===== config.mk =====
export PLATFORM = sky130hd
export DESIGN_NAME = imm26_field_decoder
export DESIGN_NICKNAME = d
export VERILOG_FILES = /design/src/rtl/imm26_field_decoder.sv
export SDC_FILE = /design/constraint.sdc
export NUM_CORES = 1
export LEC_CHECK = 0
export CAP_MARGIN = 20
export CORE_MARGIN = 8
export CORE_UTILIZATION = 28
export CTS_CLUSTER_SIZE = 28
export DETAILED_ROUTE_END_ITERATION = 8
export PLACE_DENSITY_LB_ADDON = 0.05
export SYNTH_ARGS = -nofsm -noshare
export SYNTH_HDL_FRONTEND = slang
export SYNTH_SLANG_ARGS = --single-unit

===== constraint.sdc =====
create_clock -name clk -period 3.63 [get_ports clk]
set_clock_uncertainty 0.15 [all_clocks]
set_input_delay 0.726 -clock clk [delete_from_list [all_inputs] [get_ports clk]]
set_output_delay 0.726 -clock clk [all_outputs]
set_load 0.01 [all_outputs]

===== src/rtl/imm26_field_decoder.sv =====
// Splits a packed immediate word into rs1/rd/imm16, checks the sign byte, and buffers results in a DEPTH-entry FIFO.
// Optional build macro STRICT_SIGN_EN: words with a bad sign byte are counted but dropped instead of enqueued.
module imm26_field_decoder #(
  parameter int DEPTH = 2,
  parameter int CNT_W = 16
) (
  input  logic             clk,
  input  logic             reset,
  input  logic             flush,
  input  logic             in_valid,
  output logic             in_ready,
  input  logic [31:0]      in_word,
  output logic             out_valid,
  input  logic             out_ready,
  output logic [3:0]       out_rs1,
  output logic [3:0]       out_rd,
  output logic [15:0]      out_imm16,
  output logic             out_sign_err,
  output logic [CNT_W-1:0] decode_cnt,
  output logic [CNT_W-1:0] err_cnt
);
  localparam int AW = (DEPTH > 1) ? $clog2(DEPTH) : 1;
  localparam logic [AW:0] DEPTH_C = DEPTH[AW:0];

  typedef struct packed {
    logic [3:0]  rs1;
    logic [3:0]  rd;
    logic [15:0] imm16;
    logic        sign_err;
  } entry_t;

  entry_t        mem [DEPTH];
  entry_t        in_e, head_q, head_n;
  logic [AW-1:0] wptr, rptr, rptr_n, wptr_n;
  logic [AW:0]   cnt, cnt_n;
  logic          serr, acc, wr, rd_en;

  assign in_ready  = !reset && (cnt != DEPTH_C);
  assign out_valid = (cnt != '0);
  // Expected sign byte is the replicated rd[3] bit.
  assign serr  = (in_word[31:24] != {8{in_word[19]}});
  assign acc   = in_valid && in_ready && !flush;
  assign rd_en = out_valid && out_ready && !flush;

`ifdef STRICT_SIGN_EN
  assign wr = acc && !serr;
  assign in_e = '{rs1: in_word[23:20], rd: in_word[19:16], imm16: in_word[15:0], sign_err: 1'b0};
`else
  assign wr = acc;
  assign in_e = '{rs1: in_word[23:20], rd: in_word[19:16], imm16: in_word[15:0], sign_err: serr};
`endif

  always_comb begin
    rptr_n = rptr + AW'(rd_en);
    wptr_n = wptr + AW'(wr);
    cnt_n  = cnt + (AW+1)'(wr) - (AW+1)'(rd_en);
    if (flush) begin
      rptr_n = '0;
      wptr_n = '0;
      cnt_n  = '0;
    end
    // Head register tracks the next-state head; holds its last value when the FIFO empties.
    head_n = head_q;
    if (!flush && cnt_n != '0)
      head_n = (wr && rptr_n == wptr) ? in_e : mem[rptr_n];
  end

  always_ff @(posedge clk) begin
    if (wr) mem[wptr] <= in_e;
  end

  always_ff @(posedge clk or posedge reset) begin
    if (reset) begin
      cnt        <= '0;
      rptr       <= '0;
      wptr       <= '0;
      head_q     <= '0;
      decode_cnt <= '0;
      err_cnt    <= '0;
    end else begin
      cnt    <= cnt_n;
      rptr   <= rptr_n;
      wptr   <= wptr_n;
      head_q <= head_n;
      if (acc && decode_cnt != '1)         decode_cnt <= decode_cnt + 1'b1;
      if (acc && serr && err_cnt != '1)    err_cnt    <= err_cnt + 1'b1;
    end
  end

  assign out_rs1      = head_q.rs1;
  assign out_rd       = head_q.rd;
  assign out_imm16    = head_q.imm16;
  assign out_sign_err = head_q.sign_err;
endmodule


== Word level (Yosys, flattened, before mapping) ==
Memories as Yosys holds them, arrays and structs flattened. A register that Yosys moved wholly into a read port is not among the register bits.
Cells that the tools add are included.
W data, S select, Z words.

* Register bits after elaboration: 36
* Bits in writable memories: 50
* Input bits: 37
* Output and inout bits: 59
* Logic and storage cells: 34
* Memories kept: 1

{| class="wikitable"
|+ Memory list
! name !! depth !! width !! read ports !! clocked after Yosys merged registers in !! write ports !! RTL line !! text
|-
| mem || 2 || 25 || 1 || 1 || 1 || 32 || <nowiki>entry_t mem [DEPTH];</nowiki>
|}

* Add/sub/neg operators: 6
* Equality and inequality tests: 4
* Muxes and demuxes: 5
* Reductions and logical operators: 13

{| class="wikitable"
|+ Operator list
! cell !! count
|-
| $add A16 B1 Y16 const B || 2
|-
| $ne A16 B16 Y1 const B || 2
|-
| $logic_and A1 B1 Y1 || 9
|-
| $ne A8 B8 Y1 || 1
|-
| $mux W1 || 4
|-
| $reduce_bool A2 Y1 || 2
|-
| $add A1 B1 Y1 || 2
|-
| $add A2 B1 Y2 || 1
|-
| $logic_not A1 Y1 || 2
|-
| $mux W2 || 1
|-
| $ne A2 B2 Y1 const B || 1
|-
| $sub A2 B1 Y2 || 1
|}

== Longest topological paths before layout ==
* Word-level depth: 9
* Mapped depth: 13
* Depth with buffers taken out: 10

== Worst setup path before layout ==
Ideal clock, no wire load.

* Kind: input-to-reg
* Start point: input port flush
* End point: register, netlist name out_imm16[0]
* Library setup time: 0.127 ns
* Arrival: 2.949 ns
* Required time: 3.353 ns
* Path slack: 0.403 ns
* Stages: 12
* Buffers on the path: 3
* Cell sequence: buf_6 nand2b_4 or3_1 buf_6 ha_1 inv_1 ha_1 xnor3_1 a21oi_2 a21boi_2 buf_4 a31oi_1

* Cells in the longest elaborated chain, start to end: 7
* Elaborated cells between the ends (all ways): 10
* Classes of those cells: 3 x add/sub; 2 x mux; 5 x reduce/logical

{| class="wikitable"
|+ Ends and longest elaborated chain
! item !! RTL line !! text
|-
| from (decl) || 9 || <nowiki>input logic flush,</nowiki>
|-
| $logic_not A1 Y1 || 42, 43, 64 ||
|-
| $logic_and A1 B1 Y1 || 42 || <nowiki>assign acc = in_valid && in_ready && !flush;</nowiki>
|-
| $add A2 B1 Y2 || 56 || <nowiki>cnt_n = cnt + (AW+1)'(wr) - (AW+1)'(rd_en);</nowiki>
|-
| $sub A2 B1 Y2 || 56 ||
|-
| $mux W2 || 57 || <nowiki>if (flush) begin</nowiki>
|-
| $reduce_bool A2 Y1 || 64 || <nowiki>if (!flush && cnt_n != '0)</nowiki>
|-
| $logic_and A1 B1 Y1 || 64 ||
|}

Parallel ways exist; a longest one is shown, timed or not.
A chain may end at the register's enable or synchronous reset.

== Final worst setup path ==
* Start point: input port flush
* End point: register, netlist name out_imm16[12]

* Cells in the longest elaborated chain, start to end: 7
* Elaborated cells between the ends (all ways): 10
* Classes of those cells: 3 x add/sub; 2 x mux; 5 x reduce/logical

{| class="wikitable"
|+ Ends and longest elaborated chain
! item !! RTL line
|-
| $logic_not A1 Y1 || 42, 43, 64
|-
| $logic_and A1 B1 Y1 || 42
|-
| $add A2 B1 Y2 || 56
|-
| $sub A2 B1 Y2 || 56
|-
| $mux W2 || 57
|-
| $reduce_bool A2 Y1 || 64
|-
| $logic_and A1 B1 Y1 || 64
|}

Parallel ways exist; a longest one is shown, timed or not.

==> qor.csv <==
stage;metric;value;unit
routing;viasPerCell;4.63;
critical_path;slowest_stage;clkdlybuf4s50_1;
cells_and_area;drive_gt1_frac;0.0901;
floorplan;die-area;20700;um^2
critical_path;r2r_cells;10;
global_route;grt_usage;0.115;
floorplan;ios;96;
logic_synthesis;synth-seq-cells;111;
logic_synthesis;synthMuxAreaShare;0.0104;
clock_network;cts_num_sinks;111;
hold_path;hold_path_depth;1;
logic_synthesis;synth_edf_count;50;
clock_network;cts_resized;0;
sta;period_share;0.854;
global_route;grt_pass1_vias;3304;
critical_path;cp_cell_sequence;clkdlybuf4s50_1, nand2b_4, or3_1, ha_1, inv_1, ha_1, xnor3_1, a21oi_4, a21boi_2, buf_12, a31oi_1;
logic_synthesis;postSynthAreaPerCell;12.6;um^2
global_route;overflow;0;
routing;initialDrtViolationCount;125;
cells_and_area;num-nets-final;515;
logic_synthesis;synth_compound_area_frac;0.0773;
place;place.gp.congestion;0.730;
logic_synthesis;synth_flop_cell;dfrtp_1;
floorplan;die_h;144;um
power_and_ir_drop;ir_drop;0.340;mV
clock_network;post_cts_buffers;0;
floorplan;die_w;144;um
floorplan;core;15900;um^2
job;cap_violations;0;
logic_synthesis;yosysMostFrequentCell;dfrtp_1;
global_route;grt_first_pass_wirelength;18200;um
critical_path;arrival;3.17;ns
clock_network;root_buffer;clkbuf_16;
sta;hold_viol;0;
place;io_buffers;95;
hold_path;hold_path.startpoint;err_cnt[13];
critical_path;critPathKind;primary input to flip-flop;
clock_network;cts_tree;done;
critical_path;worstSetupStartpoint;flush;
critical_path;crit_required;3.70;ns
routing;final_antenna_net_count;0;
logic_synthesis;synthDistinctLibCells;40;
critical_path;worst_path_most_repeated_cell;ha_1;
place;hpwl;7840;um
logic_synthesis;synth-xor-area-share;0.0642;
place;dp_cells;677;
critical_path;slowest_delay;0.46;ns
sta;max_slew_margin;0.549;
logic_synthesis;yosys_warnings;0;
logic_synthesis;synth_top_family_by_area;simple AND/OR/NAND/NOR gates;
critical_path;crit_path_end_kind;flip-flop;
logic_synthesis;synth_fa_ha_area_frac;0.0164;
logic_synthesis;synth_common_cells;dfrtp_1, nand2_1, edfxtp_1, xnor2_1;
cells_and_area;syn_to_final_growth;34.9;%
logic_synthesis;syn_area;4580;um^2
logic_synthesis;yosysTopAreaCell;dfrtp_1;
power_and_ir_drop;leakage;2.36;nW
clock_network;clkTransAtPathRegs;0.07;ns
critical_path;crit_fanout;25;
sta;period_needed;3.10;ns
clock_network;clk_path_buf_depth;2;
hold_path;min_path_type;flip-flop to flip-flop;
routing;vias;3206;
logic_synthesis;synth-simple-area-share;0.143;
logic_synthesis;synthArstFlopShare;0.550;
floorplan;rows;46;
floorplan;start_util;0.287;
routing;drc_errors;0;
sta;final_max_slew_viol_count;0;
logic_synthesis;synth_nets;408;
routing;firstDrtPassIters;4;
sta;worstMarginPinSlew;0.671;ns
status;status;complete, no violations;
clock_network;ctsHoldBuffers;0;
sta;setup_tns;0;ns
cells_and_area;final_cell_count_no_fill;693;
routing;wl_per_cell;16.7;um
power_and_ir_drop;p_per_area;585;nW/um^2
clock_network;cts_buffers;9;
routing;drt_wl_total;11600;um
critical_path;regToRegStartpoint;cnt[1];
sta;fmax;323;MHz
clock_network;htreeDepth;3;
logic_synthesis;seq_area_frac_synth;0.661;
global_route;antenna_found_initial;1;
logic_synthesis;synth_top_area_share;0.333;
cells_and_area;diodes;0;
critical_path;start_kind;primary input;
clock_network;insertion_delay;0.35;ns
logic_synthesis;synth_cells;365;
sta;setup_viol;0;
logic_synthesis;synth_area_leaders;dfrtp_1, edfxtp_1, xnor2_1;
sta;grt_setup_unrepaired;no;
global_route;grt_max_degree;37;
-- placed cells by master, fill, tap and decap left out, drive strengths merged, types with 3 or more instances in the layout --
master	n
clkdlybuf4s50	95
dfrtp	61
nand2	59
edfxtp	50
xnor2	28
o22ai	23
a31oi	23
nand3	17
buf	15
nand4	14
nor2	12
inv	11
clkbuf	10
and3	8
nor2b	7
ha	6
a21oi	5
clkinv	5
nor4	4
nor3	3
xor2	3
mux2	3
-- path summary, 6_finish.rpt --
check / endpoint / slack, ns
max in group asynchronous: out_imm16[11] / 2.03
min: err_cnt[13] / 0.35
max reg2reg: out_imm16[12] / 0.92
min reg2reg: err_cnt[13] / 0.35
min in group asynchronous: decode_cnt[7] / 0.68
max: out_imm16[12] / 0.53
-- through the flow --
stage	util	setup WS [ns]	hold WS (ns)	instance area, um^2	power, mW
after global placement	0.370	0.190	0.337	5900	2.71
after detailed placement	0.370	0.127	0.345	5900	2.71
after CTS	0.388	0.490	0.355	6180	3.68
after floorplan	-	0.403	0.358	4580	2.12
after global routing	0.388	0.383	0.373	6180	3.82
final	0.388	0.531	0.348	6180	3.61
-- worst max-delay path: cells and delay by family --
| kind | cells | cell delay (ns) |
|---|---|---|
| buffers and inverters | 3 | 0.72 |
| AO/OA/AOI/OAI | 3 | 0.54 |
| AND/OR/NAND/NOR | 2 | 0.49 |
| adder cells (fa/ha/maj) | 2 | 0.42 |
| XOR/XNOR | 1 | 0.27 |
-- state kept, by name (all words and copies together), names as in the netlist --
register	count
out_sign_err	1
decode_cnt	16
cnt	2
mem	50
out_rd	4
err_cnt	16
out_rs1	4
wptr	1
out_imm16	16
rptr	1
-- cell type report --
class | count | area (um^2)
tap | 216 | 270
clock buffer | 10 | 239
inverter | 10 | 37.5
multi-input combinational | 230 | 1450
clock inverter | 6 | 45.0
fill | 1559 | 9760
sequential | 111 | 3030
timing repair buffer | 110 | 1110
-- cell families after synthesis --
family,after synthesis
simple gates,132
flops,111
compound gates,56
xor+xnor,32
buf+inv,24
fa+ha+maj,6
mux,4
-- routing by layer --
| metal | up-vias | track usage | routed length, um |
|---|---|---|---|
| met5 | - | 0 | 12 |
| met1 | 1579 | 0.143 | 5380 |
| met2 | 69 | 0.182 | 5270 |
| li1 | 1543 | - | - |
| met3 | 13 | 0.0348 | 741 |
| met4 | 2 | 0.0481 | 170 |
-- report_power, final --
part | total [mW] | leakage, nW | switching (mW) | internal [mW]
clock network | 0.951 | 0.143 | 0.462 | 0.489
logic | 0.983 | 0.998 | 0.417 | 0.566
registers | 1.68 | 1.22 | 0.163 | 1.52
total | 3.61 | 2.36 | 1.04 | 2.57
Power figures use the tool's default switching activity.
